<file path="src/rtl/video_ctrl_pkg.sv">
// Shared opcodes, colour-mode codes, sequencer state type and opcode classification
// for the video control sequencer.
package video_ctrl_pkg;

   localparam logic [7:0] OP_NOP        = 8'd0;
   localparam logic [7:0] OP_COLORMODE  = 8'd1;
   localparam logic [7:0] OP_DIMENSIONS = 8'd2;
   localparam logic [7:0] OP_PALETTE    = 8'd3;
   localparam logic [7:0] OP_SCALE      = 8'd4;
   localparam logic [7:0] OP_VSYNC      = 8'd5;

   localparam logic [7:0] CMODE_8BIT    = 8'd0;
   localparam logic [7:0] CMODE_16BIT   = 8'd1;
   localparam logic [7:0] CMODE_32BIT   = 8'd2;
   localparam logic [7:0] CMODE_15BIT   = 8'd4;

   typedef enum logic [1:0] {
      ST_IDLE       = 2'd0,
      ST_WAIT_FRAME = 2'd1,
      ST_ISSUE      = 2'd2,
      ST_GAP        = 2'd3
   } ctrl_state_t;

   function automatic logic op_is_legal(input logic [7:0] op);
      return (op != OP_NOP) && (op <= OP_VSYNC);
   endfunction

   // Deferred ops change frame geometry/format and must align to a frame boundary.
   function automatic logic op_is_deferred(input logic [7:0] op);
      logic d;
      d = 1'b0;
      case (op)
         OP_COLORMODE, OP_DIMENSIONS, OP_SCALE: d = 1'b1;
         default:                               d = 1'b0;
      endcase
      return d;
   endfunction

endpackage

</file>
<file path="src/rtl/ctrl_rr_arbiter.sv">
// Two-way round-robin arbiter; grant is combinational, last winner is registered.
module ctrl_rr_arbiter (
   input  logic       m_axis_vid_aclk,
   input  logic       aresetn,
   input  logic       en,
   input  logic [1:0] req,
   output logic [1:0] grant
);

   // 0 = A won last, 1 = B won last; reset to B so A has first priority.
   logic last_b;

   always_ff @(posedge m_axis_vid_aclk) begin
      if (!aresetn) begin
         last_b <= 1'b1;
      end else if (grant != 2'b00) begin
         last_b <= grant[1];
      end
   end

   always_comb begin
      grant = '0;
      if (en) begin
         case (req)
            2'b01:   grant = 2'b01;
            2'b10:   grant = 2'b10;
            2'b11:   grant = last_b ? 2'b01 : 2'b10;
            default: grant = '0;
         endcase
      end
   end

endmodule

</file>
<file path="src/rtl/video_ctrl_sequencer.sv">
// Arbitrates host and palette-loader commands and issues them to the video
// pipeline, deferring format-changing commands to the next frame start.
module video_ctrl_sequencer #(
   parameter int unsigned HOLD_CYCLES   = 2,
   parameter int unsigned FRAME_TIMEOUT = 2000000
) (
   input  logic        m_axis_vid_aclk,
   input  logic        aresetn,
   input  logic        a_valid,
   output logic        a_ready,
   input  logic [7:0]  a_op,
   input  logic [31:0] a_data,
   input  logic        b_valid,
   output logic        b_ready,
   input  logic [7:0]  b_op,
   input  logic [31:0] b_data,
   input  logic        frame_start,
   output logic [7:0]  control_op,
   output logic [31:0] control_data,
   output logic        busy,
   output logic        err_bad_op,
   output logic        frame_timeout
);

   import video_ctrl_pkg::*;

   localparam logic [3:0]  HOLD_LAST = 4'(HOLD_CYCLES - 1);
   localparam logic [23:0] WAIT_LAST = 24'(FRAME_TIMEOUT - 1);

   ctrl_state_t state, state_nxt;

   logic [1:0]  grant;
   logic        transfer;
   logic        sel_legal;
   logic [7:0]  sel_op;
   logic [31:0] sel_data;
   logic [7:0]  op_q;
   logic [31:0] data_q;
   logic [3:0]  hold_cnt;
   logic [23:0] wait_cnt;
   logic        timeout_hit;
   logic        issue_entry;

   ctrl_rr_arbiter u_arb (
      .m_axis_vid_aclk (m_axis_vid_aclk),
      .aresetn         (aresetn),
      .en              ((state == ST_IDLE) && aresetn),
      .req             ({b_valid, a_valid}),
      .grant           (grant)
   );

   assign a_ready   = grant[0];
   assign b_ready   = grant[1];
   assign transfer  = |grant;
   assign sel_op    = grant[1] ? b_op   : a_op;
   assign sel_data  = grant[1] ? b_data : a_data;
   assign sel_legal = op_is_legal(sel_op);

   always_ff @(posedge m_axis_vid_aclk) begin
      if (!aresetn) begin
         state <= ST_IDLE;
      end else begin
         state <= state_nxt;
      end
   end

   always_comb begin
      state_nxt   = state;
      timeout_hit = 1'b0;
      control_op  = OP_NOP;
      busy        = (state != ST_IDLE);
      case (state)
         ST_IDLE: begin
            if (transfer && sel_legal) begin
               if (op_is_deferred(sel_op) && !frame_start) begin
                  state_nxt = ST_WAIT_FRAME;
               end else begin
                  state_nxt = ST_ISSUE;
               end
            end
         end
         ST_WAIT_FRAME: begin
            if (frame_start) begin
               state_nxt = ST_ISSUE;
            end else if (wait_cnt == WAIT_LAST) begin
               state_nxt   = ST_ISSUE;
               timeout_hit = 1'b1;
            end
         end
         ST_ISSUE: begin
            control_op = op_q;
            if (hold_cnt == HOLD_LAST) begin
               state_nxt = ST_GAP;
            end
         end
         ST_GAP: begin
            state_nxt = ST_IDLE;
         end
         default: begin
            state_nxt = ST_IDLE;
         end
      endcase
   end

   assign issue_entry = (state_nxt == ST_ISSUE) && (state != ST_ISSUE);

   always_ff @(posedge m_axis_vid_aclk) begin
      if (!aresetn) begin
         op_q          <= '0;
         data_q        <= '0;
         control_data  <= '0;
         hold_cnt      <= '0;
         wait_cnt      <= '0;
         err_bad_op    <= 1'b0;
         frame_timeout <= 1'b0;
      end else begin
         if (transfer && sel_legal) begin
            op_q   <= sel_op;
            data_q <= sel_data;
         end
         if (transfer && !sel_legal) begin
            err_bad_op <= 1'b1;
         end
         if (timeout_hit) begin
            frame_timeout <= 1'b1;
         end
         hold_cnt <= (state == ST_ISSUE)      ? hold_cnt + 4'd1  : '0;
         wait_cnt <= (state == ST_WAIT_FRAME) ? wait_cnt + 24'd1 : '0;
         // Operand goes out together with the op: straight from the winning
         // requester on a direct issue, from the capture register after a wait.
         if (issue_entry) begin
            control_data <= (state == ST_IDLE) ? sel_data : data_q;
         end
      end
   end

endmodule

</file>
<file path="config.mk">
export PLATFORM = sky130hd
export DESIGN_NAME = video_ctrl_sequencer
export DESIGN_NICKNAME = d
export VERILOG_FILES = /design/src/rtl/video_ctrl_pkg.sv /design/src/rtl/ctrl_rr_arbiter.sv /design/src/rtl/video_ctrl_sequencer.sv
export SDC_FILE = /design/constraint.sdc
export NUM_CORES = 1
export LEC_CHECK = 0
export BUFFER_PORTS_ARGS = -buffer_cell sky130_fd_sc_hd__buf_2
export CAP_MARGIN = 20
export CORE_MARGIN = 4
export CORE_UTILIZATION = 53
export CTS_CLUSTER_DIAMETER = 200
export DETAILED_ROUTE_END_ITERATION = 10
export GPL_ROUTABILITY_DRIVEN = 0
export PLACE_DENSITY_LB_ADDON = 0.3
export RECOVER_POWER = 100
export SETUP_SLACK_MARGIN = 0.05
export SLEW_MARGIN = 5
export SYNTH_ARGS = -nofsm -noshare
export SYNTH_HDL_FRONTEND = slang
export SYNTH_SLANG_ARGS = --single-unit
</file>
<file path="constraint.sdc">
create_clock -name m_axis_vid_aclk -period 3 [get_ports m_axis_vid_aclk]
set_input_delay 0.15 -clock m_axis_vid_aclk [delete_from_list [all_inputs] [get_ports m_axis_vid_aclk]]
set_output_delay 0.15 -clock m_axis_vid_aclk [all_outputs]
set_load 0.05 [all_outputs]
</file>
# After elaboration in Yosys (flattened, before gate mapping)
# Cells that the tools add are included.
# totals
reg_bits	105
# classes
add_sub_neg	2
order_cmp	1
n_mux	19
reduce_logical	16
n_eq_ne	13
# op_table
cell	count
32-bit 2-to-1 mux	2
24-bit by 1-bit adder with 24-bit output (second input constant)	1
24-bit by 21-bit equality test with 1-bit output (second input constant)	1
8-bit 2-to-1 mux	2
2-bit 2-to-1 mux	7
2-bit equality test (second input constant)	5
8-bit by 1-bit equality test with 1-bit output (second input constant)	1
8-bit by 2-bit equality test with 1-bit output (second input constant)	1
8-bit by 3-bit equality test with 1-bit output (second input constant)	1
8-bit by 3-bit less-or-equal comparator with 1-bit output (second input constant)	1
2-bit case mux with 4 select lines	1
8-bit nonzero test	1
1-bit logical AND	6
1-bit 2-to-1 mux	6
2-bit case mux with 3 select lines	1
4-bit by 1-bit adder with 4-bit output (second input constant)	1
2-bit by 1-bit equality test with 1-bit output (second input constant)	2
4-bit by 1-bit equality test with 1-bit output (second input constant)	1
2-bit AND reduction	2
2-bit nonzero test	2
3-bit OR reduction	1
1-bit logical NOT	2
2-bit logical NOT	1
2-bit inequality test (second input constant)	1
2-bit OR reduction	1

# Logic depth before layout (Yosys ltp)
# logic_depth
ltp_word	15
ltp_mapped	10

# Cells and area by module
# From an unflattened synthesis, not the netlist that was laid out.
# hier_totals
cells_unflattened	538
area_unflattened_um2	4977.3
# modules_own_cells
mod	seq_area_each_um2	cells_each	n_inst	area_each_um2
video_ctrl_sequencer	2082.0	530	1	4921.0
ctrl_rr_arbiter	20.0	8	1	56.3

# Least setup slack after synthesis
# Ideal clock, no wire load.
# synth_path
path_type	reg2reg
startpoint	reg state[1]
endpoint	reg control_data[10]
path_slack_ns	0.698
setup_time_ns	0.072
path_stages_with_launch	10
required_ns	2.928
path_buffers	2
arrival_time_ns	2.230
path_cell_list	dfxtp_1 -> and4bb_1 -> nand2_4 -> inv_2 -> or4_1 -> a211oi_2 -> or3b_1 -> buf_4 -> buf_6 -> mux2i_1
# synth_between
elab_chain_cells	15
word_cells_on_any_way	31
# synth_rtl
element	line_no	text
start: declaration	video_ctrl_sequencer.sv:30	ctrl_state_t state, state_nxt;
start signal: assignment	video_ctrl_sequencer.sv:63	state <= state_nxt;
2-bit logical NOT (*)	video_ctrl_sequencer.sv:47	.en ((state == ST_IDLE) && aresetn),
1-bit logical AND (*)	video_ctrl_sequencer.sv:47	
2-bit 2-to-1 mux (*)	ctrl_rr_arbiter.sv:23	if (en) begin
net b_ready	video_ctrl_sequencer.sv:14	output logic b_ready,
8-bit 2-to-1 mux	video_ctrl_sequencer.sv:55	assign sel_op = grant[1] ? b_op : a_op;
8-bit by 1-bit equality test with 1-bit output (tied with other cells)	video_ctrl_pkg.sv:32	case (op)
3-bit OR reduction	video_ctrl_pkg.sv:32	
1-bit 2-to-1 mux	video_ctrl_pkg.sv:32	
1-bit 2-to-1 mux	video_ctrl_sequencer.sv:74	if (transfer && sel_legal) begin
1-bit 2-to-1 mux	video_ctrl_sequencer.sv:72	case (state)
1-bit logical AND	video_ctrl_sequencer.sv:75	if (op_is_deferred(sel_op) && !frame_start) begin
2-bit 2-to-1 mux	video_ctrl_sequencer.sv:75	
2-bit 2-to-1 mux	video_ctrl_sequencer.sv:74	
2-bit case mux with 4 select lines	video_ctrl_sequencer.sv:72	
2-bit equality test	video_ctrl_sequencer.sv:105	assign issue_entry = (state_nxt == ST_ISSUE) && (state != ST_ISSUE);
1-bit logical AND	video_ctrl_sequencer.sv:105	
end signal: assignment	video_ctrl_sequencer.sv:132	control_data <= (state == ST_IDLE) ? sel_data : data_q;
end: declaration	video_ctrl_sequencer.sv:19	output logic [31:0] control_data,
# The timed path passes the listed nets; every way through them passes the cells marked *. The select of a mux whose other input is x is not followed.
# A chain may end at the register's enable or synchronous reset.

# Worst setup path after layout
# layout_path
startpoint	reg state[1]
endpoint	reg control_data[27]
# layout_between
elab_chain_cells	15
word_cells_on_any_way	31
# layout_rtl
element	line_no
2-bit logical NOT	video_ctrl_sequencer.sv:47, video_ctrl_sequencer.sv:72, video_ctrl_sequencer.sv:132
1-bit logical AND	video_ctrl_sequencer.sv:47
2-bit 2-to-1 mux	ctrl_rr_arbiter.sv:23
8-bit 2-to-1 mux	video_ctrl_sequencer.sv:55
8-bit by 1-bit equality test with 1-bit output (tied with other cells)	video_ctrl_pkg.sv:32
3-bit OR reduction	video_ctrl_pkg.sv:32
1-bit 2-to-1 mux	video_ctrl_pkg.sv:32
1-bit 2-to-1 mux	video_ctrl_sequencer.sv:74
1-bit 2-to-1 mux	video_ctrl_sequencer.sv:72
1-bit logical AND	video_ctrl_sequencer.sv:75
2-bit 2-to-1 mux	video_ctrl_sequencer.sv:75
2-bit 2-to-1 mux	video_ctrl_sequencer.sv:74
2-bit case mux with 4 select lines	video_ctrl_sequencer.sv:72
2-bit equality test	video_ctrl_sequencer.sv:105
1-bit logical AND	video_ctrl_sequencer.sv:105
# Parallel ways exist; a longest one is shown, timed or not. The select of a mux whose other input is x is not followed.

==> out/metrics.cfg <==
[run_status]
status=finished, final reports clean

[clock_tree]
numClockSinks=105
cts_max_path_buffers=2
hold_buffers=0
cts_resized=0
postCtsSetupRepairBufs=0
cts_max_level=3
cts_buffers=9
path_clk_slew_ns=0.10
root_buffer=clkbuf_8
cts_tree=yes
clock_latency_ns=0.35

[routing]
antenna_left=0
first_pass_iters=6
wl_per_cell_um=14.6
viasPerCell=5.48
drtIter0Drc=154
wl_um=11200
vias=4201
drc=0

[timing]
period_share_pct=91.6
setup_viol=0
rsz0062_at_grt=false
relSlewSlack_pct=46.7
finalSetupTns_ns=0
period_needed_ns=2.75
fin_skew_ns=0.0121
max_freq_mhz=364
tightestPinTransition_ns=0.800
finalHoldViolCount=0
setup_slack_ns=0.251
finalMaxSlewViolations=0
whs_ns=0.0898

[place]
pre_cts_ws_ns=0.344
dp_hpwl_um=7850
portBuffers=129
post-place-cells=752

[global_routing]
grt_pass1_vias=4051
grt_pass1_wl_um=18300
grt_overflow=0
grt_start_max_net_pins=78
antenna_found_initial=0
grt.total_usage_pct=21.1

[critical_path]
arrival_ns=3.03
ff2ff_setup_slack_ns=0.25
end_kind=flop
cp_data_required_time_ns=3.28
worstPathMaxFanout=32
crit_type=flop to flop
start_kind=flop

[synthesis]
synth_ff_type=dfxtp_1
synthCells=546
avgSynthCellArea_um2=8.85
ys_seq_area_share_pct=43.5
synth_compound_area_share_pct=14.2
yosysUniqueCellTypes=45
ys_ff_latch=105
synth-edff-count=0
synthXorXnorAreaFrac_pct=3.81
synth_top_family_by_area=simple AND/OR/NAND/NOR gates
ys_warn_count=0
synthArstFlopShare_pct=0
synth_fa_ha_area_share_pct=0.777
muxShareOfSynthArea_pct=13.3
synthSimpleGateAreaFrac_pct=20.4
syn_area_mm2=0.00483
syn_nets=634

[final_layout]
fin_nets=743
num_antenna_cells=0
drive_gt1_share_pct=17.1
final_common_cell=dfxtp_1
final_cells=767
final_cell_mix=dfxtp_1, nand2_1, buf_2
area_growth_pct=17.3

[floorplanning]
initial_utilization_pct=54.9
core_mm2=0.00881
fp.dieW_um=103
fp-row-count=34
fp.dieArea_mm2=0.0107
ios=130
die_h_um=103

[power]
p_leak_nw=2.51
power_density_mw_per_mm2=458
ir_drop_v=0.000265
power_mw=2.60

[job]
drv_cap=0

[min_path]
hold_class=input pin to flop

## layer usage
| metal | wire [um] | share of wire, % | track usage, % | vias to the layer above |
|---|---|---|---|---|
| met5 | 0 | 0 | 0 | - |
| met4 | 138 | 1.2 | 6.27 | 0 |
| met3 | 645 | 5.8 | 3.82 | 14 |
| met2 | 5740 | 51 | 38.1 | 115 |
| met1 | 4650 | 42 | 25.6 | 1931 |
| li1 | - | - | - | 2141 |
## where the power goes
part | internal [mW] | total [mW] | switching (mW)
combinational | 0.101 | 0.238 | 0.137
clock | 0.487 | 0.951 | 0.464
sequential | 1.40 | 1.41 | 0.00499
total | 1.99 | 2.60 | 0.606
## cell usage after synthesis (4+ instances only)
master / n / area (um2)
xor2_1: 15 / 131
and3_1: 8 / 50.1
a211oi_1: 33 / 248
and2_1: 10 / 62.6
buf_1: 8 / 30.0
nor3b_1: 5 / 37.5
clkbuf_1: 23 / 86.3
nand2_1: 87 / 327
inv_1: 5 / 18.8
mux2i_1: 64 / 641
a21oi_1: 6 / 30.0
xnor2_1: 6 / 52.6
nor3_1: 4 / 20.0
or3_1: 6 / 37.5
o21ai_0: 10 / 50.1
nor2_1: 67 / 251
o211ai_1: 33 / 248
nand3_1: 7 / 35.0
nand4_1: 6 / 37.5
dfxtp_1: 105 / 2100
## state kept, by name, summed over array words and instances, names as in the netlist
signal and flops:
hold_cnt 4, err_bad_op 1, u_arb.last_b 1, frame_timeout 1
control_data 32, state 2, op_q 8, data_q 32
wait_cnt 24
## final cells by class
class                   count  area (um2)
clock buffers              10         138
well taps                 108         135
clock inverters             5        80.1
flip-flops and latches    105        2100
fillers                   775        3140
multi-input cells         396        2550
inverters                   7        26.3
repair buffers            136         642
## final timing paths
path / from / end / cells past startpoint
worst min-delay path: b_op[0] / op_q[0] / 3
worst min register to register: wait_cnt[0] / wait_cnt[0] / 1
worst max-delay path: state[1] / control_data[27] / 8
worst max register to register: state[1] / control_data[27] / 8
## metrics by stage
stage,utilization [%],instance area (um2)
4_1_cts,65.2,5740
6_report,64.4,5670
3_3_place_gp,62.7,5520
3_5_place_dp,62.7,5520
2_1_floorplan,-,4830
5_1_grt,64.4,5670
## cell families after synthesis
group / count (synthesis)
XOR/XNOR: 21
AND/OR/NAND/NOR: 215
multiplexers: 64
adder cells (fa/ha/maj): 3
flip-flops: 105
buffers and inverters: 45
AO/OA/AOI/OAI: 93
## critical path: stages, from the launching register on
cell	delay (ns)
dfxtp_1	0.47
and4bb_1	0.26
nand2_4	0.07
inv_1	0.08
or4_1	0.56
a211oi_2	0.28
or3b_2	0.17
clkbuf_4	0.51
mux2i_1	0.25
No activity file was read; power rests on OpenSTA's default activity.
